$ cat src/rtl/mem_resp_if.sv
// Handshake bundle between EX/WB/data bus and the MEM-stage response queue.
`timescale 1ns/1ps
interface mem_resp_if #(
   parameter int DATA_W = 32
);
   localparam int OFF_W = $clog2(DATA_W / 8);

   logic              req_push;
   logic [2:0]        req_op;
   logic              req_store;
   logic [OFF_W-1:0]  req_off;
   logic              req_full;
   logic              data_ok;
   logic [DATA_W-1:0] rdata;
   logic              flush;
   logic              out_valid;
   logic              out_ready;
   logic [DATA_W-1:0] out_data;
   logic              out_store;
   logic              resp_err;

   modport slave (
      input  req_push, req_op, req_store, req_off, data_ok, rdata, flush, out_ready,
      output req_full, out_valid, out_data, out_store, resp_err
   );

   modport master (
      output req_push, req_op, req_store, req_off, data_ok, rdata, flush, out_ready,
      input  req_full, out_valid, out_data, out_store, resp_err
   );
endinterface

$ cat src/rtl/mem_resp_queue.sv
// MEM-stage tracker: pairs in-order data_ok responses with outstanding requests, holds results for WB.
// Optional MS_BYPASS_EN adds a same-cycle rdata->out_data path for a lone pending head entry.
`timescale 1ns/1ps
module mem_resp_queue #(
   parameter int DATA_W = 32,
   parameter int DEPTH  = 2
) (
   input logic       clk,
   input logic       reset,
   mem_resp_if.slave q
);
   localparam int OFF_W = $clog2(DATA_W / 8);
   localparam int PW    = $clog2(DEPTH);
   localparam int CW    = PW + 1;

   logic [2:0]        ent_op      [DEPTH];
   logic [OFF_W-1:0]  ent_off     [DEPTH];
   logic [DATA_W-1:0] ent_data_p1 [DEPTH];
   logic [DEPTH-1:0]  ent_store;
   logic [DEPTH-1:0]  ent_done_p1;

   logic [PW-1:0] rd_ptr, wr_ptr;
   logic [CW-1:0] cnt, pend_cnt, drop_cnt;
   logic          err_q;

   logic              full, push_ok, head_done;
   logic              dok_drop, dok_fill, dok_bad;
   logic              byp_hit, byp_pop, out_valid, pop;
   logic [PW-1:0]     fill_idx;
   logic [DATA_W-1:0] ext_p0, fill_val_p0, out_data;

   function automatic logic [DATA_W-1:0] extract(input logic [2:0]        op,
                                                 input logic [OFF_W-1:0]  off,
                                                 input logic [DATA_W-1:0] rdata);
      logic [DATA_W-1:0] lane;
      logic signed [7:0]  sb;
      logic signed [15:0] sh;
      logic signed [31:0] sw;
      lane = rdata >> {off, 3'b000};
      sb   = lane[7:0];
      sh   = lane[15:0];
      sw   = lane[31:0];
      case (op)
         3'b000:  extract = DATA_W'(sb);
         3'b001:  extract = DATA_W'(sh);
         3'b010:  extract = DATA_W'(sw);
         3'b100:  extract = DATA_W'(lane[7:0]);
         3'b101:  extract = DATA_W'(lane[15:0]);
         3'b110:  extract = DATA_W'(lane[31:0]);
         default: extract = rdata;
      endcase
   endfunction

   // Stage p0: classify the response and extract the lane for the oldest pending entry
   assign full      = (cnt + drop_cnt) == CW'(DEPTH);
   assign push_ok   = q.req_push && !full;
   assign head_done = ent_done_p1[rd_ptr];
   assign fill_idx  = rd_ptr + PW'(cnt - pend_cnt);
   assign ext_p0    = extract(ent_op[fill_idx], ent_off[fill_idx], q.rdata);
   assign fill_val_p0 = ent_store[fill_idx] ? '0 : ext_p0;

   assign dok_drop = q.data_ok && (drop_cnt != '0);
   assign dok_fill = q.data_ok && (drop_cnt == '0) && (pend_cnt != '0);
   assign dok_bad  = q.data_ok && (drop_cnt == '0) && (pend_cnt == '0);

`ifdef MS_BYPASS_EN
   assign byp_hit = !q.flush && dok_fill && (cnt == CW'(1));
`else
   assign byp_hit = 1'b0;
`endif

   assign out_valid = !q.flush && (head_done || byp_hit);
   assign pop       = out_valid && q.out_ready;
   assign byp_pop   = byp_hit && q.out_ready;

   always_comb begin
      out_data = '0;
      if (out_valid)
         out_data = head_done ? ent_data_p1[rd_ptr] : fill_val_p0;
   end

   assign q.req_full  = full;
   assign q.out_valid = out_valid;
   assign q.out_data  = out_data;
   assign q.out_store = out_valid && ent_store[rd_ptr];
   assign q.resp_err  = err_q;

   // Stage p1: queue control and completion flags
   always_ff @(posedge clk or posedge reset) begin
      if (reset) begin
         rd_ptr      <= '0;
         wr_ptr      <= '0;
         cnt         <= '0;
         pend_cnt    <= '0;
         drop_cnt    <= '0;
         ent_done_p1 <= '0;
         err_q       <= 1'b0;
      end else if (q.flush) begin
         // Every still-outstanding bus transaction becomes a drop; a same-cycle response eats one
         rd_ptr      <= wr_ptr;
         cnt         <= '0;
         pend_cnt    <= '0;
         ent_done_p1 <= '0;
         drop_cnt    <= drop_cnt + pend_cnt + CW'(push_ok)
                        - CW'(q.data_ok && ((drop_cnt != '0) || (pend_cnt != '0)));
         if (dok_bad)
            err_q <= 1'b1;
      end else begin
         if (push_ok) begin
            ent_done_p1[wr_ptr] <= 1'b0;
            wr_ptr              <= wr_ptr + PW'(1);
         end
         if (dok_fill && !byp_pop)
            ent_done_p1[fill_idx] <= 1'b1;
         if (pop) begin
            ent_done_p1[rd_ptr] <= 1'b0;
            rd_ptr              <= rd_ptr + PW'(1);
         end
         if (dok_drop)
            drop_cnt <= drop_cnt - CW'(1);
         if (dok_bad)
            err_q <= 1'b1;
         cnt      <= cnt + CW'(push_ok) - CW'(pop);
         pend_cnt <= pend_cnt + CW'(push_ok) - CW'(dok_fill);
      end
   end

   // Stage p1: entry payload, qualified by the control flags above
   always_ff @(posedge clk) begin
      if (push_ok && !q.flush) begin
         ent_op[wr_ptr]    <= q.req_op;
         ent_off[wr_ptr]   <= q.req_off;
         ent_store[wr_ptr] <= q.req_store;
      end
      if (dok_fill && !byp_pop && !q.flush)
         ent_data_p1[fill_idx] <= fill_val_p0;
   end
endmodule

$ cat src/flat_wrapper.sv
// flat-port wrapper written by rule: the top's interface ports become plain ports
module mem_resp_queue_flat 
#(
   parameter int DATA_W = 32,
   parameter int DEPTH  = 2
)
  (clk, reset, q_req_push, q_req_op, q_req_store, q_req_off, q_data_ok, q_rdata, q_flush, q_out_ready, q_req_full, q_out_valid, q_out_data, q_out_store, q_resp_err);
  mem_resp_if #(.DATA_W(DATA_W)) q_i ();
  input logic clk;
  input logic reset;
  input wire logic [$bits(q_i.req_push)-1:0] q_req_push;
  input wire logic [$bits(q_i.req_op)-1:0] q_req_op;
  input wire logic [$bits(q_i.req_store)-1:0] q_req_store;
  input wire logic [$bits(q_i.req_off)-1:0] q_req_off;
  input wire logic [$bits(q_i.data_ok)-1:0] q_data_ok;
  input wire logic [$bits(q_i.rdata)-1:0] q_rdata;
  input wire logic [$bits(q_i.flush)-1:0] q_flush;
  input wire logic [$bits(q_i.out_ready)-1:0] q_out_ready;
  output wire logic [$bits(q_i.req_full)-1:0] q_req_full;
  output wire logic [$bits(q_i.out_valid)-1:0] q_out_valid;
  output wire logic [$bits(q_i.out_data)-1:0] q_out_data;
  output wire logic [$bits(q_i.out_store)-1:0] q_out_store;
  output wire logic [$bits(q_i.resp_err)-1:0] q_resp_err;
  assign q_i.req_push = q_req_push;
  assign q_i.req_op = q_req_op;
  assign q_i.req_store = q_req_store;
  assign q_i.req_off = q_req_off;
  assign q_i.data_ok = q_data_ok;
  assign q_i.rdata = q_rdata;
  assign q_i.flush = q_flush;
  assign q_i.out_ready = q_out_ready;
  assign q_req_full = q_i.req_full;
  assign q_out_valid = q_i.out_valid;
  assign q_out_data = q_i.out_data;
  assign q_out_store = q_i.out_store;
  assign q_resp_err = q_i.resp_err;
  mem_resp_queue #(.DATA_W(DATA_W), .DEPTH(DEPTH)) u_core (.clk(clk), .reset(reset), .q(q_i));
endmodule
$ cat config.mk
export PLATFORM = sky130hd
export DESIGN_NAME = mem_resp_queue_flat
export DESIGN_NICKNAME = d
export VERILOG_FILES = /design/src/rtl/mem_resp_if.sv /design/src/rtl/mem_resp_queue.sv /design/src/flat_wrapper.sv
export SDC_FILE = /design/constraint.sdc
export NUM_CORES = 1
export LEC_CHECK = 0
export ABC_AREA = 1
export BUFFER_PORTS_ARGS = -buffer_cell sky130_fd_sc_hd__buf_4
export CORE_ASPECT_RATIO = 0.6
export CORE_UTILIZATION = 35
export CTS_CLUSTER_SIZE = 16
export DETAILED_ROUTE_END_ITERATION = 10
export GPL_ROUTABILITY_DRIVEN = 0
export SYNTH_ARGS = -nofsm -noshare
export SYNTH_HDL_FRONTEND = slang
export SYNTH_SLANG_ARGS = --single-unit
export TNS_END_PERCENT = 10
$ cat constraint.sdc
create_clock -name clk -period 5.94 [get_ports clk]
set_input_delay 1.782 -clock clk [delete_from_list [all_inputs] [get_ports clk]]
set_output_delay 1.782 -clock clk [all_outputs]
set_load 0.02 [all_outputs]
Yosys cells after proc, flatten, opt, wreduce, memory -nomap -nowiden. Memories as Yosys holds them, arrays and structs flattened. Cells that the tools add are included.

Register bits: 13. Memory bits (writable): 74. Input bits: 44. Output and inout bits: 36. Word-level logic and storage cells: 102. Memories: 3.

Memories: u_core.ent_data_p1 (words 2, bits a word 32, read ports 1, clocked after Yosys merged registers in 0, write ports 1, RTL line mem_resp_queue.sv:18) `logic [DATA_W-1:0] ent_data_p1 [DEPTH];`; u_core.ent_op (words 2, bits a word 3, read ports 1, clocked after Yosys merged registers in 0, write ports 1, RTL line mem_resp_queue.sv:16) `logic [2:0] ent_op [DEPTH];`; u_core.ent_off (words 2, bits a word 2, read ports 1, clocked after Yosys merged registers in 0, write ports 1, RTL line mem_resp_queue.sv:17) `logic [OFF_W-1:0] ent_off [DEPTH];`.

$add $sub $neg: 13. Magnitude comparators: 6. Equal/unequal tests: 6. Shift-type cells: 1. Mux-type cells: 33. Bitwise logic cells: 6. Reductions and logical operators: 26.

Operators by type and width (number): case mux 32 bit (5 select lines) (1); two-way mux 32 bit (3); >> shifter 32 x 5 -> 32 bit (1); two-way mux 2 bit (10); two-way mux 1 bit (15); logical AND 1 bit (14); == test 3 bit, second input constant (3); nonzero test 2 bit (4); adder 2 x 1 -> 2 bit (3); < comparator 1 x 2 -> 1 bit, second input constant (3); subtractor 2 x 1 -> 2 bit (3); adder 2 bit (2); bitwise AND 2 bit (2); zero test 2 bit (2); inverter 2 bit (2); demux 1 bit (select 1 bit) (3); == test 3 x 1 -> 1 bit, second input constant (1); == test 3 x 2 -> 1 bit, second input constant (1); greater-or-equal comparator 1 bit, second input constant (3); zero test 3 bit (1); adder 1 bit, second input constant (2); bitwise mux 2 bit (1); == test 2 bit, second input constant (1); zero test 1 bit (2); 8 further kinds (8).

Longest topological paths before layout. Gate-level depths: netlist of run 1.

Depth after elaboration: 14. Gate-level depth with buffers: 16. Depth with buffers taken out: 13.

Worst setup path before layout of run 1. Ideal clock, no wire load.

Path kind: input-to-output. Start: input q_flush. End: output q_out_data[11]. Data arrival time: 3.064 ns. Required time: 4.158 ns. Slack: 1.094 ns. Stages: 5. Path buffers: 2. Path through: clkbuf_1 -> nor2_1 -> inv_1 -> buf_1 -> a21oi_1.

Word-level cells in the longest chain between the ends: 3.

RTL lines: start, declared (RTL line flat_wrapper.sv:17) `input wire logic [$bits(q_i.flush)-1:0] q_flush;`; zero test 1 bit (RTL line mem_resp_queue.sv:72) `assign out_valid = !q.flush && (head_done || byp_hit);`; logical AND 1 bit (RTL line mem_resp_queue.sv:72); net q_out_valid (RTL line flat_wrapper.sv:20) `output wire logic [$bits(q_i.out_valid)-1:0] q_out_valid;`; two-way mux 32 bit (RTL line mem_resp_queue.sv:78) `if (out_valid)`; end, declared (RTL line flat_wrapper.sv:21) `output wire logic [$bits(q_i.out_data)-1:0] q_out_data;`.

The timed path passes the listed nets, and every way through them passes these cells.

Final worst setup path of run 1.
Start: input q_flush. End: output q_out_data[7].

Word-level cells in the longest chain between the ends: 3.

RTL lines (RTL line): zero test 1 bit (mem_resp_queue.sv:72); logical AND 1 bit (mem_resp_queue.sv:72); two-way mux 32 bit (mem_resp_queue.sv:78).

No other way between the ends.

==> results of run 1 <==
-- stage by stage --
step	util [%]	worst slack, ps	hold WS [ps]
finish	44.6	1230	477
global route	44.6	1110	490
global placement	42.2	1240	453
floorplan	-	1090	501
CTS	44.6	1230	477
detailed placement	42.2	1230	462
-- worst register-to-register path, stage by stage, from the launching register on --
cell	delay [ps]
dfrtp_1	930
inv_2	540
nand2_1	250
nand3_2	170
nand2_4	250
nand2_1	90
nand2_1	100
nand3_2	630
o21ai_1	690
nand2_1	140
nand2_1	120
a21oi_1	60
-- report_power, final --
part | switching (W) | total, W | internal, W
Sequential | 0.0000552 | 0.000911 | 0.000856
Combinational | 0.00113 | 0.00161 | 0.000481
Clock | 0.000224 | 0.000581 | 0.000356
-- worst max-delay path by stage --
stage	depth (start not counted)	to	slack [ps]
floorplan	5	q_out_data[11]	1090
global placement	6	q_out_data[7]	1240
detailed placement	6	q_out_data[7]	1230
CTS	6	q_out_data[7]	1230
global route	6	q_out_data[7]	1110
finish	6	q_out_data[7]	1230
-- registers in the layout (all words and copies together) (netlist names) --
register,cells
u_core.wr_ptr,1
u_core.ent_done_p1,2
u_core.ent_data_p1,64
u_core.ent_store,2
u_core.pend_cnt,2
u_core.drop_cnt,2
u_core.cnt,2
u_core.rd_ptr,1
u_core.q.resp_err,1
u_core.ent_op,6
u_core.ent_off,4
-- cell usage in the layout, fill, tap and decap left out --
cell type,n
clkbuf_8,2
dfrtp_1,11
o21ai_1,6
nor2_4,2
mux2i_1,1
o211ai_1,1
clkbuf_16,11
nand3_2,4
o22ai_1,7
clkinvlp_4,2
xnor2_1,4
nand3_1,49
a31o_2,1
mux2i_2,1
or2_2,1
buf_4,84
inv_1,54
a21oi_1,45
fa_1,1
edfxtp_1,76
nor3_1,1
nand2_2,5
clkinv_2,1
ha_1,7
o21ai_4,1
o21ai_0,43
inv_2,3
nand2_1,156
nand2_4,6
nor2_1,44
nand3_4,1
nor2_2,2
xor2_1,4
nand3b_1,2
-- area by class of cell --
type	count	share of cell area [%]
clock buffer	13	5.13
timing repair buffer	84	10.7
tap	170	3.61
inverter	57	3.63
sequential	87	43.4
multi-input combinational	395	33.3
clock inverter	3	0.339
-- kinds of logic after synthesis --
group	Yosys count
mux	2
fa+ha+maj	8
simple gates	273
buf+inv	84
xor+xnor	8
flops	87
compound gates	104
-- metal layers --
layer,part of all wire (%),up-vias,wire (microns),GRT usage [%]
met5,0,-,0,0
met4,0.77,0,99,5.12
met3,7.1,8,920,4.36
met2,43,142,5550,29.9
met1,49,1968,6350,26.0
li1,-,2014,-,-
==> out/qor.csv, run 1 <==
stage;metric;value;unit
status;status;complete, no violations;
final_layout;final_layout_size_suffix_gt1_share;19.9;%
detailed_routing;vias_per_cell;5.11;
timing;fmax;212;MHz
synthesis;synth_warnings;0;
timing;slew_violations;0;
clocking;ctsResizeCount;0;
clocking;clock_path_buffers;2;
hold_path;holdPathStages;1;
synthesis;seq_area_frac_synth;52.5;%
timing;clock_skew;10.2;ps
power_and_ir_drop;leakage;2.65;nW
synthesis;yosys-mux-area-fraction;0.411;%
global_routing;grt_first_pass_wirelength;20.6;mm
synthesis;synth_cells;566;
final_layout;finalNonFillerCells;809;
hold_path;holdPathEnd;u_core.q.resp_err$_DFFE_PP0P_;
floorplanning;start_util;36.9;%
setup_path;crit_path_max_fanout;33;
clocking;cts-htree-levels;3;
setup_path;required;4160;ps
setup_path;cp_cell_sequence;buf_4, nor2_1, inv_1, buf_4, a21oi_1, buf_4;
timing;report.final.setup_viol;0;
floorplanning;rows;32;
synthesis;synth.area.top_cells;edfxtp_1 47%, nand2_1 12%, dfrtp_1 5.6%;
setup_path;endpoint_kind;primary output;
synthesis;syn_area_per_cell;8.61;sq um
global_routing;antenna_found_initial;0;
setup_path;critPathMostFrequentCell;buf_4;
floorplanning;coreArea;0.0132;sq mm
run;drv_cap;0;
clocking;root_buffer;clkbuf_16;
setup_path;criticalPathCategory;in -> out;
floorplanning;ioPinCount;80;
synthesis;synthFlopType;edfxtp_1;
clocking;post-cts-setup-buffers;0;
synthesis;netlist_top_cells_count;156 x nand2_1, 76 x edfxtp_1, 54 x inv_1, 49 x nand3_1, 46 x nor2_1;
global_routing;grt_max_degree;44;
detailed_routing;drtIter0Drc;303;
clocking;ctsHoldBuffers;0;
setup_path;path_buf_inv;4;
setup_path;timing.rr.start;u_core.rd_ptr$_DFFE_PP0P_;
detailed_routing;drc;0;
final_layout;n_fill_cell;1289;
detailed_routing;wl;12.9;mm
timing;rsz0062_at_grt;false;
timing;min_period;4710;ps
timing;hold_violations;0;
floorplanning;die_w;154;microns
setup_path;start_kind;input port;
setup_path;reg2reg_slack;1690;ps
setup_path;worst-endpoint-arrival;2930;ps
clocking;clkLatencyLatePin;340;ps
setup_path;cp-startpoint;q_flush;
synthesis;yosysTopAreaCell;edfxtp_1;
placement;place_area;0.00558;sq mm
setup_path;reg2reg_depth;11;
placement;dp_cells;793;
synthesis;yosys.area_share.simple;24.8;%
final_layout;area_growth;21.1;%
synthesis;ys_types;33;
synthesis;synth_top_area_share;46.8;%
synthesis;synth_top_family_by_area;simple AND/OR/NAND/NOR gates;
synthesis;syn_nets;618;
power_and_ir_drop;power.total;0.00310;W
final_layout;stdcell_area;0.00590;sq mm
synthesis;synth-xor-area-share;1.44;%
final_layout;seqCellArea;0.00256;sq mm
power_and_ir_drop;irDropWorstVdd;0.000217;V
placement;port_buffers;79;
detailed_routing;wire_per_inst;16.0;microns
final_layout;multi_input_area;0.00196;sq mm
synthesis;synth.most_common_cell;nand2_1;
timing;worst_slew_pin_slew;894;ps
setup_path;path_delay_family;buffers and inverters;
clocking;cts_tree;built;
global_routing;grt_remaining_overflow;0;
synthesis;synth_compound_area_share;11.2;%
final_layout;final_nets;686;
synthesis;synth_enable_flop_cells;76;
synthesis;async_reset_ff_share;12.6;%
hold_path;hold_start;u_core.q.resp_err$_DFFE_PP0P_;
final_layout;n_antenna_cell;0;
clocking;clk_pin_slew;60;ps
floorplanning;die-area;0.0144;sq mm
floorplanning;die_h;93.4;microns
global_routing;track_usage;18.9;%
timing;finalCritPeriodShare;79.3;%
synthesis;syn_area;0.00487;sq mm
global_routing;grt_pass1_vias;4059;
detailed_routing;first_pass_iters;4;
timing;max_slew_margin;40.4;%
synthesis;synth_fa_ha_area_share;2.21;%
detailed_routing;antenna_left;0;
power_and_ir_drop;power_density;526;mW/mm^2
clocking;numCtsBuffers;9;
setup_path;slowest_delay;290;ps
detailed_routing;routed-via-count;4132;
hold_path;hold_path.class;reg -> reg;
timing;setup_tns;0;ps
clocking;cts_sinks;87;
setup_path;crit_path_top_delay_cell;a21oi_1;
synthesis;synth-seq-cells;87;
placement;hpwl;9.05;mm
setup_path;r2r-end;u_core.ent_data_p1[0][2]$_DFFE_PP_;
Note: power is estimated with default switching activity, not from simulation.
==> run 2: changes to the inputs <==
ABC_AREA = 0   (was 1)
clock period = 3.8 ns   (was 5.94 ns; I/O delays follow)
==> out/qor.csv, run 2 <==
stage;metric;value;unit
detailed_routing;first_pass_iters;5;
status;status;complete, no violations;
setup_path;criticalPathCategory;reg -> out;
global_routing;grt_pass1_vias;3148;
power_and_ir_drop;seqPwrFrac;31.3;%
clocking;cts_sinks;87;
synthesis;synth.area.top_cells;edfxtp_1 50%, mux2i_1 12%, dfrtp_1 6.0%;
global_routing;grt_max_degree;40;
detailed_routing;vias_per_cell;5.17;
setup_path;endpoint_kind;primary output;
detailed_routing;antenna_left;0;
detailed_routing;wl;11.3;mm
power_and_ir_drop;switchingPower;0.00172;W
synthesis;synth.most_common_cell;edfxtp_1;
timing;max_slew_margin;41.5;%
synthesis;syn_area_per_cell;12.7;sq um
timing;min_period;3470;ps
final_layout;stdcell_area;0.00568;sq mm
placement;place_area;0.00538;sq mm
floorplanning;die_w;150;microns
setup_path;required;2660;ps
synthesis;synth_warnings;0;
power_and_ir_drop;clockPowerShare;19.6;%
floorplanning;die-area;0.0136;sq mm
timing;rsz0062_at_grt;false;
setup_path;crit_path_max_fanout;39;
synthesis;synth-seq-cells;87;
clocking;ctsResizeCount;0;
detailed_routing;drtIter0Drc;221;
synthesis;async_reset_ff_share;12.6;%
final_layout;post-route-util;45.7;%
global_routing;track_usage;17.7;%
final_layout;n_antenna_cell;0;
detailed_routing;routed-via-count;3156;
final_layout;final_layout_size_suffix_gt1_share;27.1;%
timing;finalCritPeriodShare;91.3;%
synthesis;syn_area;0.00458;sq mm
final_layout;n_fill_cell;1129;
clocking;root_buffer;clkbuf_16;
timing;slew_violations;0;
synthesis;netlist_top_cells_count;76 x edfxtp_1, 53 x mux2i_1, 49 x nor2_1, 14 x a21oi_1;
final_layout;largest_reg_flops;64;
detailed_routing;drc;0;
global_routing;grt_first_pass_wirelength;17.6;mm
floorplanning;die_h;90.6;microns
placement;port_buffers;79;
power_and_ir_drop;leakage;2.30;nW
global_routing;grt_remaining_overflow;0;
synthesis;ys_types;50;
synthesis;synth_enable_flop_cells;76;
synthesis;synthFlopType;edfxtp_1;
synthesis;seq_area_frac_synth;55.8;%
final_layout;layout_commonest_cell;buf_4;
final_layout;reg_top3;u_core.ent_data_p1 x64, u_core.ent_op x6, u_core.ent_off x4;
final_layout;final_nets;493;
floorplanning;coreArea;0.0124;sq mm
power_and_ir_drop;switching_share;38.3;%
clocking;numCtsBuffers;9;
synthesis;synth_cells;360;
setup_path;worst-endpoint-arrival;2330;ps
run;drv_cap;0;
clocking;clk_pin_slew;60;ps
timing;clock_skew;10.2;ps
floorplanning;start_util;36.9;%
power_and_ir_drop;comb_power_share;49.1;%
setup_path;start_kind;flip-flop;
clocking;cts_tree;built;
synthesis;syn_nets;412;
synthesis;yosysTopAreaCell;edfxtp_1;
clocking;ctsHoldBuffers;0;
timing;worst_slew_pin_slew;870;ps
final_layout;final_cell_mix;89 x buf_4, 76 x edfxtp_1, 53 x mux2i_1;
global_routing;antenna_found_initial;0;
floorplanning;rows;31;
floorplanning;ioPinCount;80;
power_and_ir_drop;irDropWorstVdd;0.000400;V
placement;hpwl;7.98;mm
synthesis;synth_top_area_share;49.8;%
timing;hold_violations;0;
timing;fmax;288;MHz
clocking;cts-htree-levels;3;
power_and_ir_drop;power_density;790;mW/mm^2
detailed_routing;wire_per_inst;18.5;microns
final_layout;area_growth;23.9;%
timing;report.final.setup_viol;0;
hold_path;hold_path.class;reg -> reg;
power_and_ir_drop;internal-power;0.00277;W
clocking;clkLatencyLatePin;350;ps
final_layout;regMostFlops;u_core.ent_data_p1;
clocking;clock_path_buffers;2;
clocking;post-cts-setup-buffers;0;
==> run 2: changes by cell type in the layout (fill, tap and decap cells not counted), moves of 9 or more <==
cell,previous run,this run
nor2b_1,0,9
o21ai_0,43,3
nand2_1,156,11
a221o_1,0,9
mux2i_1,1,53
a21oi_1,45,14
inv_1,54,10
nand3_1,49,2
==> run 2: per-layer routing <==
| metal | up-vias | GRT usage [%] | wire (microns) |
|---|---|---|---|
| li1 | 1526 | - | - |
| met1 | 1520 | 26.3 | 5560 |
| met2 | 104 | 24.9 | 4940 |
| met3 | 6 | 5.05 | 771 |
| met4 | 0 | 4.55 | 70 |
| met5 | - | 0 | 0 |
==> run 2: area by class of cell <==
type | instances | area, sq um | share of cell area (%)
Sequential cell | 87 | 2560 | 45.1
Timing Repair Buffer | 89 | 668 | 11.8
Clock inverter | 6 | 70.1 | 1.23
Tap cell | 165 | 206 | 3.64
Clock buffer | 10 | 229 | 4.03
Multi-Input combinational cell | 242 | 1900 | 33.5
Inverter | 12 | 45.0 | 0.793
==> run 2: metrics by stage <==
step	setup TNS (ps)	power, W	setup WS [ps]	std cells	hold slack, ps
finish	0	0.00448	330	611	474
global route	0	0.00475	154	611	490
CTS	0	0.00449	271	611	484
detailed placement	0	0.00360	417	595	471
global placement	0	0.00357	472	595	463
floorplan	-11460	0.00305	-358	360	508
==> run 2: cells by family after synthesis <==
logic type,share of synthesized area [%]
multiplexers,13.1
XOR/XNOR,3.11
AO/OA/AOI/OAI,12.7
buffers and inverters,3.11
flip-flops,55.8
adder cells (fa/ha/maj),2.35
AND/OR/NAND/NOR,9.77
==> run 2: critical path, stage by stage, from the launching register on <==
cell	delay (ps)
dfrtp_2	360
buf_4	550
mux2i_1	150
or2_1	230
buf_4	260
nor2_1	250
buf_4	190
==> run 2: worst paths after layout <==
| check | slack [ps] | startpoint | cells after the start | to |
|---|---|---|---|---|
| max | 330 | u_core.rd_ptr$_DFFE_PP0P_ | 6 | q_out_data[31] |
| min | 470 | u_core.q.resp_err$_DFFE_PP0P_ | 1 | u_core.q.resp_err$_DFFE_PP0P_ |
| max reg2reg | 790 | u_core.rd_ptr$_DFFE_PP0P_ | 6 | u_core.ent_data_p1[1][23]$_DFFE_PP_ |
| min reg2reg | 470 | u_core.q.resp_err$_DFFE_PP0P_ | 1 | u_core.q.resp_err$_DFFE_PP0P_ |
| max in group asynchronous | 2670 | reset | 2 | u_core.rd_ptr$_DFFE_PP0P_ |
| min in group asynchronous | 800 | reset | 2 | u_core.drop_cnt[0]$_DFFE_PP0P_ |
==> run 2: power by group through the flow <==
stage,Sequential [W],Combinational [W],Clock (W)
finish,0.00140,0.00220,0.000879
detailed placement,0.00142,0.00218,0
floorplan,0.00140,0.00164,0
global placement,0.00142,0.00215,0
CTS,0.00140,0.00219,0.000894
global route,0.00142,0.00240,0.000937
